$ cat config.mk
export PLATFORM = sky130hd
export DESIGN_NAME = irq_controller
export DESIGN_NICKNAME = d
export VERILOG_FILES = /design/src/rtl/irq_pkg.sv /design/src/rtl/irq_prio_enc.sv /design/src/rtl/irq_controller.sv
export SDC_FILE = /design/constraint.sdc
export NUM_CORES = 1
export LEC_CHECK = 0
export ABC_AREA = 1
export BUFFER_PORTS_ARGS = -buffer_cell sky130_fd_sc_hd__buf_4
export CAP_MARGIN = 20
export CORE_UTILIZATION = 30
export CTS_CLUSTER_DIAMETER = 60
export DETAILED_ROUTE_END_ITERATION = 16
export SLEW_MARGIN = 20
export SYNTH_ARGS = -nofsm -noshare
export SYNTH_HDL_FRONTEND = slang
export SYNTH_SLANG_ARGS = --single-unit
$ cat constraint.sdc
create_clock -name clk -period 1.8 [get_ports clk]
set_input_delay 0.18 -clock clk [delete_from_list [all_inputs] [get_ports clk]]
set_output_delay 0.18 -clock clk [all_outputs]
set_load 0.005 [all_outputs]
$ cat src/rtl/irq_pkg.sv
// Shared definitions for the interrupt controller: register offsets, FSM encoding, INFO version.
package irq_pkg;

  localparam logic [2:0] IRQ_REG_ENABLE   = 3'd0;
  localparam logic [2:0] IRQ_REG_PENDING  = 3'd1;
  localparam logic [2:0] IRQ_REG_MODE     = 3'd2;
  localparam logic [2:0] IRQ_REG_CLAIM    = 3'd3;
  localparam logic [2:0] IRQ_REG_COMPLETE = 3'd4;
  localparam logic [2:0] IRQ_REG_INFO     = 3'd5;

  localparam logic [7:0] IRQ_INFO_VERSION = 8'h01;

  typedef enum logic [1:0] {
    IDLE    = 2'd0,
    SIGNAL  = 2'd1,
    SERVICE = 2'd2
  } irq_state_e;

endpackage

$ cat src/rtl/irq_prio_enc.sv
// Fixed-priority encoder: lowest set index wins, reported as index+1 (0 = none).
module irq_prio_enc #(
  parameter int N  = 8,
  parameter int IW = 5
) (
  input  logic [N-1:0]  req_i,
  output logic [IW-1:0] id_o,
  output logic          valid_o
);

  // Scan from the top down so the lowest requesting index is written last.
  always_comb begin
    id_o = '0;
    for (int i = N - 1; i >= 0; i--) begin
      if (req_i[i]) id_o = IW'(i + 1);
    end
  end

  assign valid_o = |req_i;

endmodule

$ cat src/rtl/irq_controller.sv
// N-source interrupt controller with claim/complete handshake and mmapper slave port.
// Define IRQ_SYNC_EN to add a 2-flop synchroniser on irq_in (adds 2 cycles of latency).
module irq_controller
  import irq_pkg::*;
#(
  parameter int N_IRQ = 8,
  parameter int ID_W  = 5
) (
  input  logic             clk,
  input  logic             rst,
  input  logic [N_IRQ-1:0] irq_in,
  output logic             interrupt,
  input  logic             int_reply,
  input  logic [2:0]       a,
  input  logic [31:0]      d,
  input  logic             we,
  output logic [31:0]      spo
);

  logic [N_IRQ-1:0] irq_s;
  logic [N_IRQ-1:0] irq_prev_q;
  logic [N_IRQ-1:0] enable_q;
  logic [N_IRQ-1:0] mode_q;
  logic [N_IRQ-1:0] pending_q, pending_d;
  logic [N_IRQ-1:0] w1c_mask, claim_mask;
  logic [ID_W-1:0]  cur_id_q, cur_id_d;
  logic [ID_W-1:0]  best_id;
  logic             best_valid;
  logic             interrupt_q, interrupt_d;
  logic             claim_take, complete_hit;
  irq_state_e       state_q, state_d;
  logic             unused_d;

`ifdef IRQ_SYNC_EN
  logic [N_IRQ-1:0] sync1_q, sync2_q;

  always_ff @(posedge clk) begin
    if (rst) begin
      sync1_q <= '0;
      sync2_q <= '0;
    end else begin
      sync1_q <= irq_in;
      sync2_q <= sync1_q;
    end
  end

  assign irq_s = sync2_q;
`else
  assign irq_s = irq_in;
`endif

  assign unused_d = ^d;

  irq_prio_enc #(
    .N  (N_IRQ),
    .IW (ID_W)
  ) u_prio (
    .req_i   (pending_q & enable_q),
    .id_o    (best_id),
    .valid_o (best_valid)
  );

  assign claim_take   = (state_q == SIGNAL) && int_reply && best_valid;
  assign complete_hit = we && (a == IRQ_REG_COMPLETE) && (d[ID_W-1:0] == cur_id_q);
  assign w1c_mask     = (we && (a == IRQ_REG_PENDING)) ? d[N_IRQ-1:0] : '0;

  always_comb begin
    claim_mask = '0;
    for (int i = 0; i < N_IRQ; i++) begin
      claim_mask[i] = claim_take && (best_id == ID_W'(i + 1));
    end
  end

  // Edge bits: clears are applied before the new rising edge is ORed in, so set wins.
  assign pending_d = (mode_q & ((pending_q & ~(w1c_mask | claim_mask)) | (irq_s & ~irq_prev_q)))
                   | (~mode_q & irq_s);

  always_ff @(posedge clk) begin
    if (rst) begin
      irq_prev_q <= '0;
      enable_q   <= '0;
      mode_q     <= '0;
      pending_q  <= '0;
    end else begin
      irq_prev_q <= irq_s;
      pending_q  <= pending_d;
      if (we && (a == IRQ_REG_ENABLE)) enable_q <= d[N_IRQ-1:0];
      if (we && (a == IRQ_REG_MODE))   mode_q   <= d[N_IRQ-1:0];
    end
  end

  always_ff @(posedge clk) begin
    if (rst) begin
      state_q     <= IDLE;
      cur_id_q    <= '0;
      interrupt_q <= 1'b0;
    end else begin
      state_q     <= state_d;
      cur_id_q    <= cur_id_d;
      interrupt_q <= interrupt_d;
    end
  end

  // A reply with no surviving winner is spurious and drops straight back to IDLE.
  always_comb begin
    state_d     = state_q;
    cur_id_d    = cur_id_q;
    interrupt_d = interrupt_q;
    case (state_q)
      IDLE: begin
        if (best_valid) begin
          state_d     = SIGNAL;
          interrupt_d = 1'b1;
        end
      end
      SIGNAL: begin
        if (int_reply) begin
          interrupt_d = 1'b0;
          if (best_valid) begin
            cur_id_d = best_id;
            state_d  = SERVICE;
          end else begin
            cur_id_d = '0;
            state_d  = IDLE;
          end
        end
      end
      SERVICE: begin
        interrupt_d = 1'b0;
        if (complete_hit) begin
          cur_id_d = '0;
          state_d  = IDLE;
        end
      end
      default: begin
        state_d     = IDLE;
        cur_id_d    = '0;
        interrupt_d = 1'b0;
      end
    endcase
  end

  assign interrupt = interrupt_q;

  always_comb begin
    spo = '0;
    case (a)
      IRQ_REG_ENABLE:  spo[N_IRQ-1:0] = enable_q;
      IRQ_REG_PENDING: spo[N_IRQ-1:0] = pending_q;
      IRQ_REG_MODE:    spo[N_IRQ-1:0] = mode_q;
      IRQ_REG_CLAIM:   spo[ID_W-1:0]  = cur_id_q;
      IRQ_REG_INFO:    spo = {16'h0, 8'(N_IRQ), IRQ_INFO_VERSION};
      default:         spo = '0;
    endcase
  end

endmodule

=== Word-level counts from Yosys, hierarchy flattened ===
Index checks and enable logic that the tools add are counted.

* Word-level logic and storage cells: 83
* Register bits after elaboration: 40
* Output and inout port bits: 33
* Input bits: 47

* Eq/ne operators: 19
* Muxes and demuxes: 24
* Bitwise logic cells: 12
* Reductions and logical operators: 21

{| class="wikitable"
|+ Operators with widths
! kind !! count
|-
| 8-bit AND || 5
|-
| 4-bit 2-to-1 mux || 9
|-
| 5-bit one-hot mux with 5 select lines || 1
|-
| 8-bit NOT || 3
|-
| 8-bit bitwise OR || 3
|-
| 5-bit by 3-bit equality test with 1-bit output, second input constant || 4
|-
| 1-bit logical AND || 15
|-
| 5-bit 2-to-1 mux || 3
|-
| 5-bit one-hot mux with 3 select lines || 1
|-
| 5-bit by 2-bit equality test with 1-bit output, second input constant || 2
|-
| 3-bit one-hot mux with 3 select lines || 1
|-
| 2-bit 2-to-1 mux || 4
|-
| 8-bit 2-to-1 mux || 1
|-
| 8-bit OR reduction || 1
|-
| 3-bit by 2-bit equality test with 1-bit output, second input constant || 2
|-
| 3-bit equality test, second input constant || 2
|-
| 2-bit inequality test, second input constant || 3
|-
| 2-bit one-hot mux with 3 select lines || 1
|-
| 3-bit AND reduction || 2
|-
| 5-bit by 1-bit equality test with 1-bit output, second input constant || 1
|-
| 5-bit by 4-bit equality test with 1-bit output, second input constant || 1
|-
| 5-bit equality test || 1
|-
| 3-bit by 1-bit equality test with 1-bit output, second input constant || 1
|-
| 3-bit zero test || 1
|-
| other kinds (7) || 8
|}

=== Depth between registers and ports, before layout ===
* Depth in word-level cells: 17
* Gate-level depth with buffers: 11
* Gate-level depth less buffers: 11

=== Hierarchy ===
A second synthesis with hierarchy kept.

* Cell total of the unflattened synthesis: 356
* Area, all modules: 2306.0 um^2

{| class="wikitable"
|+ Modules (own cells, without submodules)
! module !! sequential area each (um^2) !! cells each !! times used !! area an instance (um^2)
|-
| irq_controller || 800.8 || 330 || 1 || 2178.3
|-
| irq_prio_enc || 0.0 || 26 || 1 || 127.6
|}

=== Worst setup path after synthesis ===
OpenSTA, ideal clock, no wires.

* Path type: reg-to-reg
* From: reg state_q[0]
* To: reg pending_q[1]
* Clock period less this slack: 1146 ps
* Path slack: 654 ps
* Library setup time: 112 ps
* Stages on the path, launching flop included: 10
* Buffers on the path: 0
* Required time: 1688 ps
* Arrival: 1034 ps
* Cell sequence: dfxtp_1 -> inv_1 -> nor2_2 -> inv_1 -> nor2_1 -> nand2_1 -> nor2_1 -> nand3_1 -> nand2_1 -> nand2_1

* Cells in the longest elaborated chain, start to end: 10

{| class="wikitable"
|+ Ends and longest elaborated chain
! element !! line !! RTL
|-
| from (decl) || irq_controller.sv:31 || <nowiki>irq_state_e state_q, state_d;</nowiki>
|-
| from (signal assigned) || irq_controller.sv:98 || <nowiki>state_q <= state_d;</nowiki>
|-
| 2-bit by 1-bit equality test with 1-bit output || irq_controller.sv:63 || <nowiki>assign claim_take = (state_q == SIGNAL) && int_reply && best_valid;</nowiki>
|-
| 1-bit logical AND (2 in series) || irq_controller.sv:63 ||
|-
| 1-bit logical AND || irq_controller.sv:70 || <nowiki>claim_mask[i] = claim_take && (best_id == ID_W'(i + 1));</nowiki>
|-
| 8-bit bitwise OR || irq_controller.sv:75 || <nowiki>assign pending_d = (mode_q & ((pending_q & ~(w1c_mask | claim_mask)) | (irq_s & ~irq_prev_q)))</nowiki>
|-
| 8-bit NOT || irq_controller.sv:75 ||
|-
| 8-bit AND || irq_controller.sv:75 ||
|-
| 8-bit bitwise OR || irq_controller.sv:75 ||
|-
| 8-bit AND || irq_controller.sv:75 ||
|-
| 8-bit bitwise OR || irq_controller.sv:76 || <nowiki>| (~mode_q & irq_s);</nowiki>
|-
| to (signal assigned) || irq_controller.sv:86 || <nowiki>pending_q <= pending_d;</nowiki>
|-
| to (decl) || irq_controller.sv:24 || <nowiki>logic [N_IRQ-1:0] pending_q, pending_d;</nowiki>
|}

No other way between the ends.
A chain may end at the register's enable or synchronous reset.

=== Worst setup path in the final report ===
* From: reg pending_q[2]
* To: reg pending_q[1]

* Cells in the longest elaborated chain, start to end: 12
* Elaborated cells between the ends (all ways): 14
* Those cells by class: eq/ne: 1; mux: 3; bitwise: 7; reduce/logical: 3

{| class="wikitable"
|+ Ends and longest elaborated chain
! element !! line !! RTL
|-
| 8-bit AND * || irq_controller.sv:58 || <nowiki>.req_i (pending_q & enable_q),</nowiki>
|-
| 4-bit 2-to-1 mux (3 in series) || irq_prio_enc.sv:15 || <nowiki>if (req_i[i]) id_o = IW'(i + 1);</nowiki>
|-
| 5-bit by 2-bit equality test with 1-bit output || irq_controller.sv:70 ||
|-
| 1-bit logical AND * || irq_controller.sv:70 ||
|-
| 8-bit bitwise OR * || irq_controller.sv:75 ||
|-
| 8-bit NOT * || irq_controller.sv:75 ||
|-
| 8-bit AND * || irq_controller.sv:75 ||
|-
| 8-bit bitwise OR * || irq_controller.sv:75 ||
|-
| 8-bit AND * || irq_controller.sv:75 ||
|-
| 8-bit bitwise OR * || irq_controller.sv:76 ||
|}

Every way passes the cells marked *; elsewhere a longest branch is shown, timed or not.

==> impl_metrics.py <==
metrics = {
    "outcome": {
        "status": "finished clean",
    },
    "critical_path": {
        "crit_top_cell": "nand2_1",
        "cpLargestDelayFamily": "simple AND/OR/NAND/NOR gates",
        "start_kind": "flop",
        "arrival_ps": 1650,
        "slowest_stage": "dfxtp_1",
        "required_ps": 2000,
        "critPathBufInv": 0,
        "cp_max_fo": 4,
        "critical_path_class": "flop to flop",
        "worst_r2r_path_depth": 9,
        "r2r_slack_ps": 350,
        "slowest_delay_ps": 380,
        "reg2reg_to": "pending_q[1]",
        "crit_path_end_kind": "flop",
        "r2r-start": "pending_q[2]",
        "path_cells": "nand2_1, nand2_1, nor2_2, nand3_1, nand2_1, nor2_1, nand3_1, nand2_1, nand2_1",
    },
    "place": {
        "placement.io_buffers": 32,
        "dpl.hpwl_um": 4070,
        "dp_cells": 450,
        "pre_cts_slack_ps": 397,
        "place_area_um2": 2410,
        "gp_congestion": 0.814,
    },
    "clock_network": {
        "cts_resized": 0,
        "cts-root-buf": "clkbuf_8",
        "postCtsHoldBufs": 0,
        "postCtsSetupBuffers": 0,
        "cts_tree": "built",
        "cts_sinks": 39,
        "htree_levels": 2,
        "clk_latency_ps": 300,
        "clk_pin_slew_ps": 80,
        "clockBufferDepth": 2,
        "numCtsBuffers": 5,
    },
    "routing": {
        "wire_per_inst_um": 11.8,
        "drtIter0Drc": 109,
        "wl_met3_um": 336,
        "drt-met1-wl_um": 2400,
        "drtAntennaViolNets": 0,
        "drc_errors": 0,
        "wl_met2_um": 2570,
        "num_vias": 2084,
        "drt-total-wl_um": 5390,
        "via_per_inst": 4.55,
        "routed.top_layer": "met4",
        "dr.pass1.iters": 4,
    },
    "pwr": {
        "power.leakage_nw": 1.17,
        "ir_drop_v": 0.000555,
        "combPwrFrac": 0.107,
        "p_per_area_nw_per_um2": 744,
        "p_sw_w": 0.000462,
        "switching_share": 0.246,
        "pwr-share-seq": 0.485,
        "power_w": 0.00188,
        "power_frac_clock": 0.408,
        "p_int_w": 0.00142,
    },
    "layout": {
        "regArea_um2": 781,
        "post-route-cell-area_um2": 2530,
        "drive_gt1_frac": 0.160,
        "antenna_cells": 0,
        "area_delta_synth_final_pct": 16.6,
        "finalNonFillerCells": 458,
        "fillers": 768,
        "multi_input_area_um2": 1080,
        "final_nets": 408,
    },
    "logic_synthesis": {
        "synth_top_cell_area_share": 0.360,
        "synth_top_cell_by_area": "dfxtp_1",
        "syn_avg_cell_area_um2": 6.61,
        "yosysMostFrequentCell": "nand2_1",
        "async_flop_share": 0,
        "ys_seq_area_frac": 0.360,
        "synth_edf_count": 0,
        "syn_area_um2": 2170,
        "synth_cell_types": 30,
        "ys_top_cells_by_count": "nand2_1 (108), inv_1 (42), dfxtp_1 (39), buf_4 (24)",
        "ys_ff_latch": 39,
        "synth_cells": 328,
        "synthTopCellsByArea": "dfxtp_1 (36%), nand2_1 (19%), buf_4 (8.3%)",
        "yosys_most_used_dff": "dfxtp_1",
        "synth_warnings": 0,
    },
    "floorplan": {
        "die_h_um": 87.0,
        "io_pins": 80,
        "coreArea_um2": 6870,
        "die_width_um": 87.0,
        "die_area_um2": 7570,
        "start_util": 0.316,
        "rows": 30,
    },
    "global_route": {
        "grt_overflow_total": 0,
        "grt_pass1_wl_um": 8910,
        "grt_max_degree": 28,
        "antenna_found_initial": 0,
        "grtUsageTotal": 0.153,
        "grt_pass1_vias": 1960,
    },
    "sta": {
        "setup_slack_ps": 354,
        "final.setup_skew_ps": 11.6,
        "min_period_ps": 1450,
        "hold_viol_final": 0,
        "post-route-period-util": 0.803,
        "finalMaxSlewViolations": 0,
        "fin_setup_tns_ps": 0,
        "max_freq_mhz": 692,
        "setup_violations": 0,
        "rsz0062_at_grt": "no",
    },
    "worst_hold_path": {
        "hp-class": "input port to flop",
        "hp-start": "irq_in[5]",
        "hold_path_depth": 3,
        "hold_path_end": "irq_prev_q[5]",
    },
    "job": {
        "maxCapViolCount": 0,
    },
}
cells in the final DEF, fill, tap and decap left out:
cell       synthesis  routed
a21boi_0           1       1
a21oi_1           22      22
a21oi_2            2       2
buf_4             24      34
bufinv_16          0       1
clkbuf_8           0       6
clkinv_2           0       1
conb_1             1      23
dfxtp_1           39      39
inv_1             42      42
inv_2              2       2
inv_4              1       1
nand2_1          108     108
nand2_2            2       2
nand2_4            1       1
nand3_1           18      18
nand3_2            1       1
nand3b_1           1       1
nand4_1            9       9
nor2_1            22      22
nor2_2             3       3
nor2_4             1       1
nor3_1             2       2
nor3_4             1       1
nor4_1             1       1
o2111ai_1          3       3
o211ai_1           3       3
o21ai_0            8       8
o21ai_2            2       2
o221ai_1           2       2
sequential cells by signal, indices dropped and copies added (netlist names):
signal      cells
enable_q        8
irq_prev_q      8
mode_q          8
pending_q       8
cur_id_q        4
state_q         2
interrupt       1
cell type report:
class | instances | area share
repair buffers | 34 | 0.101
multi-input cells | 236 | 0.429
clock buffers | 6 | 0.0327
well taps | 96 | 0.0475
clock inverters | 2 | 0.0139
inverters | 45 | 0.0678
flip-flops and latches | 39 | 0.309
worst max-delay path by stage:
| stage | startpoint | end | slack, ps | cells after the start |
|---|---|---|---|---|
| floorplan | state_q[0] | pending_q[1] | 650 | 9 |
| global placement | a[2] | spo[6] | 400 | 6 |
| detailed placement | a[2] | spo[6] | 400 | 6 |
| CTS | pending_q[2] | pending_q[1] | 380 | 9 |
| global route | state_q[0] | pending_q[1] | 150 | 9 |
| finish | pending_q[2] | pending_q[1] | 350 | 9 |
through the flow:
step | hold WS (ps) | utilization
finish | 114 | 0.368
global placement | 417 | 0.351
global route | 118 | 0.368
CTS | 109 | 0.368
floorplan | 299 | -
detailed placement | 420 | 0.351
power by group through the flow:
stage	clock, W	combinational, W	sequential [W]
floorplan	0	0.000147	0.000928
global placement	0	0.000198	0.000933
detailed placement	0	0.000202	0.000933
CTS	0.000779	0.000202	0.000913
global route	0.000821	0.000227	0.000917
finish	0.000767	0.000201	0.000913
cell families after synthesis:
logic type             synth area share
AOI/OAI and AO/OA                 0.119
buffers and inverters             0.178
DFF                               0.360
other                           0.00173
and+or+nand+nor                   0.340
per-layer routing:
metal / vias up / GRT usage
li1: 1062 / -
met1: 940 / 0.186
met2: 73 / 0.266
met3: 9 / 0.0341
met4: 0 / 0.0485
met5: - / 0
tightest hold or removal path, delay by kind of cell:
kind          cells  cell delay, ps
buf+inv           2             150
simple gates      1              40
Power figures use the tool's default switching activity.
